--- src/rtl/wb_arbiter.sv ---
// wb_arbiter
//   Write-back arbiter feeding the single regfile write port. ALU and LSU
//   results are buffered in per-source FIFOs and drained at most one per
//   cycle through a registered output stage. A pending-write mask covers
//   every queued entry plus the write currently on o_rd, so issue logic can
//   stall read-after-write hazards.
//
// Parameters
//   DEPTH  entries per source FIFO (power of 2, >= 2)
//   AW     log2(DEPTH)
//
// Ports
//   clk                    clock, all logic on posedge
//   rst                    synchronous reset, active-low
//   i_alu_valid/o_alu_ready/i_alu_rd/i_alu_data   ALU result push interface
//   i_lsu_valid/o_lsu_ready/i_lsu_rd/i_lsu_data   LSU load result push interface
//   o_rd/o_rd_wen/o_rd_data                       regfile write port
//   o_pend_mask            bit r set while a write to xr is queued or on o_rd
//
// Round-robin pointer states:
//   state  | meaning
//   RR_ALU | ALU wins when both FIFOs hold entries
//   RR_LSU | LSU wins when both FIFOs hold entries

module wb_arbiter_fifo #(
  parameter int DEPTH = 4,
  parameter int AW    = 2
) (
  input  logic        clk,
  input  logic        rst,
  input  logic        push_valid,
  input  logic [4:0]  push_rd,
  input  logic [63:0] push_data,
  input  logic        pop,
  output logic        ready,
  output logic        not_empty,
  output logic [4:0]  head_rd,
  output logic [63:0] head_data,
  output logic [31:0] mask
);

  localparam logic [AW:0] FULL_CNT = (AW+1)'(DEPTH);

  logic [4:0]       mem_rd   [DEPTH];
  logic [63:0]      mem_data [DEPTH];
  logic [DEPTH-1:0] ent_vld;
  logic [AW-1:0]    wptr;
  logic [AW-1:0]    rptr;
  logic [AW:0]      count;
  logic             store;
  logic             do_pop;

  // Ready comes from the registered count only: a full FIFO refuses a push
  // even in a cycle where it is also popping.
  assign ready     = (count != FULL_CNT);
  assign not_empty = (count != '0);

  // Writes to x0 complete the handshake but are dropped here.
  assign store     = push_valid & ready & (push_rd != 5'd0);
  assign do_pop    = pop & not_empty;

  assign head_rd   = mem_rd[rptr];
  assign head_data = mem_data[rptr];

  always_ff @(posedge clk) begin
    if (!rst) begin
      wptr    <= '0;
      rptr    <= '0;
      count   <= '0;
      ent_vld <= '0;
      for (int i = 0; i < DEPTH; i++) begin
        mem_rd[i]   <= '0;
        mem_data[i] <= '0;
      end
    end else begin
      if (store) begin
        mem_rd[wptr]   <= push_rd;
        mem_data[wptr] <= push_data;
        ent_vld[wptr]  <= 1'b1;
        wptr           <= wptr + AW'(1);
      end
      // store and pop never address the same slot: that would need the
      // FIFO to be both empty (no pop) and full (no store).
      if (do_pop) begin
        ent_vld[rptr] <= 1'b0;
        rptr          <= rptr + AW'(1);
      end
      case ({store, do_pop})
        2'b10:   count <= count + (AW+1)'(1);
        2'b01:   count <= count - (AW+1)'(1);
        default: count <= count;
      endcase
    end
  end

  always_comb begin
    mask = '0;
    for (int i = 0; i < DEPTH; i++) begin
      if (ent_vld[i]) begin
        mask[mem_rd[i]] = 1'b1;
      end
    end
    mask[0] = 1'b0;
  end

endmodule

module wb_arbiter #(
  parameter int DEPTH = 4,
  parameter int AW    = 2
) (
  input  logic        clk,
  input  logic        rst,
  input  logic        i_alu_valid,
  output logic        o_alu_ready,
  input  logic [4:0]  i_alu_rd,
  input  logic [63:0] i_alu_data,
  input  logic        i_lsu_valid,
  output logic        o_lsu_ready,
  input  logic [4:0]  i_lsu_rd,
  input  logic [63:0] i_lsu_data,
  output logic [4:0]  o_rd,
  output logic        o_rd_wen,
  output logic [63:0] o_rd_data,
  output logic [31:0] o_pend_mask
);

  typedef enum logic {
    RR_ALU = 1'b0,
    RR_LSU = 1'b1
  } rr_state_t;

  rr_state_t rr_state;
  rr_state_t rr_next;

  logic        alu_ne;
  logic        lsu_ne;
  logic        alu_pop;
  logic        lsu_pop;
  logic [4:0]  alu_head_rd;
  logic [4:0]  lsu_head_rd;
  logic [63:0] alu_head_data;
  logic [63:0] lsu_head_data;
  logic [31:0] alu_mask;
  logic [31:0] lsu_mask;
  logic [31:0] out_mask;

  wb_arbiter_fifo #(
    .DEPTH (DEPTH),
    .AW    (AW)
  ) u_alu_fifo (
    .clk        (clk),
    .rst        (rst),
    .push_valid (i_alu_valid),
    .push_rd    (i_alu_rd),
    .push_data  (i_alu_data),
    .pop        (alu_pop),
    .ready      (o_alu_ready),
    .not_empty  (alu_ne),
    .head_rd    (alu_head_rd),
    .head_data  (alu_head_data),
    .mask       (alu_mask)
  );

  wb_arbiter_fifo #(
    .DEPTH (DEPTH),
    .AW    (AW)
  ) u_lsu_fifo (
    .clk        (clk),
    .rst        (rst),
    .push_valid (i_lsu_valid),
    .push_rd    (i_lsu_rd),
    .push_data  (i_lsu_data),
    .pop        (lsu_pop),
    .ready      (o_lsu_ready),
    .not_empty  (lsu_ne),
    .head_rd    (lsu_head_rd),
    .head_data  (lsu_head_data),
    .mask       (lsu_mask)
  );

  always_ff @(posedge clk) begin
    if (!rst) begin
      rr_state <= RR_ALU;
    end else begin
      rr_state <= rr_next;
    end
  end

  // The pointer only moves when there was a real contest; a lone source
  // never steals the other's next turn.
  always_comb begin
    alu_pop = 1'b0;
    lsu_pop = 1'b0;
    rr_next = rr_state;
    if (alu_ne && lsu_ne) begin
      if (rr_state == RR_ALU) begin
        alu_pop = 1'b1;
        rr_next = RR_LSU;
      end else begin
        lsu_pop = 1'b1;
        rr_next = RR_ALU;
      end
    end else if (alu_ne) begin
      alu_pop = 1'b1;
    end else if (lsu_ne) begin
      lsu_pop = 1'b1;
    end
  end

  // Output stage: o_rd/o_rd_data hold their last value between pulses.
  always_ff @(posedge clk) begin
    if (!rst) begin
      o_rd      <= '0;
      o_rd_data <= '0;
      o_rd_wen  <= 1'b0;
    end else begin
      o_rd_wen <= alu_pop | lsu_pop;
      if (alu_pop) begin
        o_rd      <= alu_head_rd;
        o_rd_data <= alu_head_data;
      end else if (lsu_pop) begin
        o_rd      <= lsu_head_rd;
        o_rd_data <= lsu_head_data;
      end
    end
  end

  always_comb begin
    out_mask = '0;
    if (o_rd_wen) begin
      out_mask[o_rd] = 1'b1;
    end
  end

  assign o_pend_mask = (alu_mask | lsu_mask | out_mask) & ~32'd1;

endmodule

--- config.mk ---
export PLATFORM = sky130hd
export DESIGN_NAME = wb_arbiter
export DESIGN_NICKNAME = d
export VERILOG_FILES = /design/src/rtl/wb_arbiter.sv
export SDC_FILE = /design/constraint.sdc
export NUM_CORES = 1
export LEC_CHECK = 0
export CAP_MARGIN = 20
export CORE_MARGIN = 2
export CORE_UTILIZATION = 30
export DETAILED_ROUTE_END_ITERATION = 8
export GPL_ROUTABILITY_DRIVEN = 0
export PLACE_DENSITY_LB_ADDON = 0.12
export SETUP_SLACK_MARGIN = 0.1
export SYNTH_ARGS = -nofsm -noshare
export SYNTH_HDL_FRONTEND = slang
export SYNTH_SLANG_ARGS = --single-unit
export TNS_END_PERCENT = 30
--- constraint.sdc ---
create_clock -name clk -period 7.4 [get_ports clk]
set_input_delay 1.11 -clock clk [delete_from_list [all_inputs] [get_ports clk]]
set_output_delay 1.11 -clock clk [all_outputs]
set_load 0.01 [all_outputs]
# After elaboration in Yosys (flattened, before gate mapping)
# Memory sizes are Yosys's and may differ from the RTL's. A register that Yosys moved wholly into a read port is not among the register bits.
# Index checks and enable logic that the tools add are counted.
[word_totals] n_memories=4 in_bits=142 ram_bits=552 reg_bits=93 elab_cells=183 output_inout_bits=104
[classes] magnitude_cmp=26 addsub=8 n_bitwise=21 n_reduce_logical=25 n_mux=81 eq_ne=6
[mem_list] name="u_alu_fifo.mem_data" words=4 width=64 read_ports=1 rd_clocked_by_memory_dff=1 write_ports=4 line="45" text="logic [63:0] mem_data [DEPTH];"
[mem_list] name="u_lsu_fifo.mem_data" words=4 width=64 read_ports=1 rd_clocked_by_memory_dff=1 write_ports=4 line="45"
[mem_list] name="u_alu_fifo.mem_rd" words=4 width=5 read_ports=5 rd_clocked_by_memory_dff=1 write_ports=4 line="44" text="logic [4:0] mem_rd [DEPTH];"
[mem_list] name="u_lsu_fifo.mem_rd" words=4 width=5 read_ports=5 rd_clocked_by_memory_dff=1 write_ports=4 line="44"
[op_table] op="$mux 32" n=9
[op_table] op="$mux 64" n=4
[op_table] op="$or 32x32->32" n=8
[op_table] op="$reduce_or 64->1" n=2
[op_table] op="$lt 5x6->1 const B" n=9
[op_table] op="$demux 1 s5" n=9
[op_table] op="$ge 5x1->1 const B" n=9
[op_table] op="$mux 1" n=31
[op_table] op="$mux 2" n=12
[op_table] op="$mux 4" n=6
[op_table] op="$mux 5" n=4
[op_table] op="$logic_and 1x1->1" n=14
[op_table] op="$lt 2x3->1 const B" n=4
[op_table] op="$pmux 3 s2" n=2
[op_table] op="$reduce_bool 5->1" n=2
[op_table] op="$reduce_or 5->1" n=2
[op_table] op="$add 2x1->2 const B" n=4
[op_table] op="$and 4x4->4" n=2
[op_table] op="$demux 1 s2" n=4
[op_table] op="$ge 2x1->1 const B" n=4
[op_table] op="$not 4->4" n=2
[op_table] op="$or 4x4->4" n=2
[op_table] op="$add 3x1->3 const B" n=2
[op_table] op="$and 1x1->1" n=6
[op_table] op="other kinds (7)" n=14

# Longest topological paths before layout
# An unclocked memory read counts as a cell.
[depth] word_depth=14 ltp_mapped=10 depth_no_buf=9

# Hierarchy
# From an unflattened synthesis, not the netlist that was laid out.
[unflattened] hier_cells=2485 area_unflattened_um2=30845.8
[by_module_without_submodules] mod="wb_arbiter_fifo (u_alu_fifo)" seq_area_each_um2=8548.2 n_inst=1 area_per_inst_um2=13284.0 cells_each=990
[by_module_without_submodules] mod="wb_arbiter_fifo (u_lsu_fifo)" seq_area_each_um2=8548.2 n_inst=1 area_per_inst_um2=13259.0 cells_each=979
[by_module_without_submodules] mod="wb_arbiter" seq_area_each_um2=1421.4 n_inst=1 area_per_inst_um2=4302.9 cells_each=516

# Worst setup path before layout
# No wires, ideal clock.
[synth_path] path_type="input -> register" startpoint="in i_lsu_rd[3]" endpoint="mem u_lsu_fifo.mem_data[3][0] (enable)" n_path_buf=1 path_stages=5 path_slack_ps=66 setup_time_ps=598 arrival_ps=6736 required_ps=6802 path_cell_list="or4_4 > o211a_1 > buf_2 > inv_1 > o31ai_1"
[synth_rtl] element="from (decl)" line="120" text="input logic [4:0] i_lsu_rd,"
[synth_rtl] element="to (decl)" line="45"

==> flow_metrics.env <==
export IMPL_status="completed"
export IMPL_arrival_ns=3.03
export IMPL_yosys_warnings=0
export IMPL_synth_edf_count=552
export IMPL_synthArstFlopShare_pct=0
export IMPL_post_route_util_pct=36.45
export IMPL_period_needed_ns=4.137
export IMPL_cts_buffer_depth=3
export IMPL_skew_ns=0.03141
export IMPL_wl_per_cell_um=25.83
export IMPL_port_buffers=244
export IMPL_routed_wl_mm=97.41
export IMPL_nNetsFinal=2511
export IMPL_worstPathRequired_ns=6.29
export IMPL_cts_root_buf="clkbuf_16"
export IMPL_p_per_area_mw_per_mm2=302.4
export IMPL_path_class="flip-flop to output port"
export IMPL_slew_headroom_pct=28.43
export IMPL_p_seq_share_pct=43.4
export IMPL_io_pins=246
export IMPL_clkTransAtPathRegs_ns=0.06
export IMPL_via_per_inst=5.170
export IMPL_slowest_delay_ns=0.68
export IMPL_synth_nets=2334
export IMPL_netlist_instances=2172
export IMPL_clk_insertion_delay_late_ns=0.63
export IMPL_power_switching_mw=3.316
export IMPL_worstHoldPathCells=2
export IMPL_reg2reg_to="u_lsu_fifo.mem_data[2][47]"
export IMPL_core_region_area_mm2=0.1003
export IMPL_finalHoldViolCount=0
export IMPL_drv_slew=0
export IMPL_htree_levels=3
export IMPL_rrSetupSlack_ns=3.83
export IMPL_clock_power_share_pct=33.0
export IMPL_vias=19500
export IMPL_p_leak_nw=13.00
export IMPL_grt_ovfl_total=0
export IMPL_endpoint_kind="output port"
export IMPL_cts_resized=0
export IMPL_reg2reg_depth=6
export IMPL_syn_area_per_cell_um2=13.99
export IMPL_p_total_mw=11.05
export IMPL_synth_top_flop_cell="edfxtp_1"
export IMPL_max_freq_ghz=0.2417
export IMPL_max_slew_worst_pin_slew_ns=1.074
export IMPL_cts_sink_count=649
export IMPL_synth_seq_cells=649
export IMPL_cp_max_fo=12
export IMPL_drc_errors=0
export IMPL_die_y_um=322.3
export IMPL_holdPathEnd="o_rd_data[63]"
export IMPL_die_area_mm2=0.1039
export IMPL_grt_usage_pct=18.64
export IMPL_die_w_um=322.3
export IMPL_cts_tree="done"
export IMPL_rows=116
export IMPL_crit_path_top_delay_cell="edfxtp_1"
export IMPL_synth_area_mm2=0.03040
export IMPL_grt_start_max_net_pins=75
export IMPL_drtIter0Drc=2193
export IMPL_pwr_share_comb_pct=23.6
export IMPL_ys_types=50
export IMPL_initial_utilization_pct=30.31
export IMPL_drt_pass1_iterations=6
export IMPL_rsz0062_at_grt="false"
export IMPL_crit_family="simple AND/OR/NAND/NOR gates"
export IMPL_p_sw_share_pct=30.00
export IMPL_min_path_type="flip-flop to flip-flop"
export IMPL_fillers=9599
export IMPL_peakVddDrop_mv=0.1832
export IMPL_cap_violations=0
export IMPL_setup_viol=0
export IMPL_grt_pass1_vias=19890
export IMPL_tns_ns=0
export IMPL_dp_hpwl_mm=60.05
export IMPL_area_growth_pct=20.25
export IMPL_ys_seq_area_share_pct=60.92
export IMPL_antenna_found_initial=6
export IMPL_worstReg2RegStart="u_lsu_fifo.count[0]"
export IMPL_cts_buffers=77
export IMPL_grt_pass1_wl_mm=140.9
export IMPL_drive_gt1_share_pct=14.77
export IMPL_start_kind="flip-flop"
export IMPL_p_int_mw=7.737
export IMPL_fin_crit_sh_pct=55.91
export IMPL_ant_nets=0
export IMPL_path_buf_inv=1
export IMPL_postCtsHoldBufs=0
export IMPL_hold_start="o_rd_data[63]"
export IMPL_crit_chain="or4bb_1 > o32ai_1 > nor3_1 > o211ai_1 > clkdlybuf4s50_1"
export IMPL_post_cts_setup_buffer_count=0
## metal layers
layer	part of all wire [%]	vias to the layer above	global-route usage, %
li1	-	8626	-
met1	42	9877	24.51
met2	49	792	31.52
met3	6.6	193	3.654
met4	2.4	8	4.642
met5	0.046	-	0
## final cells by class
type | count | area, um2 | area share (%)
tap | 1357 | 1698 | 4.645
clock buffer | 104 | 2090 | 5.717
clock inverter | 37 | 340.3 | 0.9311
multi-input combinational | 1328 | 11150 | 30.52
inverter | 23 | 86.33 | 0.2362
timing repair buffer | 270 | 2643 | 7.230
antenna | 3 | 7.507 | 0.02054
sequential | 649 | 18530 | 50.70
## power by group through the flow
stage          sequential [mW]  clock (mW)  combinational (mW)
4_1_cts                   4.81        3.75                2.70
2_1_floorplan             4.71           0                1.68
5_1_grt                   4.86        3.90                2.82
3_5_place_dp              4.88           0                2.69
3_3_place_gp              4.86           0                2.68
6_report                  4.80        3.65                2.61
## how the worst max path moves through the flow
stage / from / end / slack [ns] / cells past startpoint
final: u_lsu_fifo.mem_rd[0][1] / o_pend_mask[2] / 3.26 / 5
after global routing: i_lsu_rd[0] / u_lsu_fifo.mem_data[2][47] / 3.05 / 7
after CTS: i_alu_rd[0] / u_alu_fifo.mem_data[2][56] / 3.21 / 7
after detailed placement: i_alu_rd[0] / u_alu_fifo.mem_data[1][26] / 2.54 / 7
after global placement: i_alu_rd[0] / u_alu_fifo.mem_data[1][26] / 2.61 / 7
after floorplan: i_alu_rd[0] / u_alu_fifo.mem_data[3][0] / 0.07 / 5
## Yosys cell counts, drive strengths merged (17+ instances only)
master,count,area (um2)
mux2i,70,700.7
o211ai,17,127.6
edfxtp,552,16580
a21oi,17,88.84
dfxtp,97,1942
o22ai,90,563.0
o21ai,72,360.4
nor3,38,220.2
or4bb,19,214.0
and2,408,2603
ha,18,225.2
nand2b,30,187.7
buf,43,297.8
nand2,101,379.1
nor2,27,101.4
and3,137,859.6
mux4,138,3108
nand4b,28,245.2
inv,22,82.58
clkbuf,129,484.2
## flip-flops by register name, summed over array words and instances (netlist names), 3 cells and up, named ones only
register             count
u_lsu_fifo.mem_rd       20
u_lsu_fifo.count         3
u_alu_fifo.ent_vld       4
u_alu_fifo.mem_rd       20
o_rd_data               64
u_lsu_fifo.mem_data    256
u_alu_fifo.count         3
o_rd                     5
u_lsu_fifo.ent_vld       4
u_alu_fifo.mem_data    256
## cell families after synthesis
group | share of synthesized area [%]
flops | 60.92
buf+inv | 2.857
simple gates | 17.34
fa+ha+maj | 0.8727
mux | 12.53
other cells | 0.01234
compound gates | 5.232
xor+xnor | 0.2305
## per-stage QoR
stage               std cells  hold WS (ns)  area (um2)  setup slack (ns)
detailed placement       3627        0.4415       34110             2.535
global route             3768        0.4788       36540             3.049
floorplan                2172        0.4713       30400           0.06697
finish                   3771        0.4520       36550             3.263
CTS                      3768        0.4548       36540             3.206
global placement         3626        0.4438       34100             2.606
## worst min-delay path: stages, from the launching register on
cell and delay, ns:
dfxtp_1 0.32, nand2_1 0.04, o21ai_0 0.05
## placed cells by master, fill, tap and decap left out, types with 22 or more instances in the layout
| cell | instances |
|---|---|
| o21ai_0 | 72 |
| nand4b_1 | 28 |
| nand2_1 | 99 |
| and2_2 | 40 |
| clkbuf_1 | 22 |
| buf_4 | 25 |
| clkbuf_16 | 78 |
| o22ai_1 | 90 |
| and2_1 | 368 |
| edfxtp_1 | 552 |
| nor2_1 | 27 |
| nor3_1 | 32 |
| and3_1 | 134 |
| mux2i_1 | 70 |
| clkdlybuf4s50_1 | 243 |
| mux4_2 | 138 |
| dfxtp_1 | 93 |
| nand2b_1 | 24 |
(Power assumes the default switching activity.)
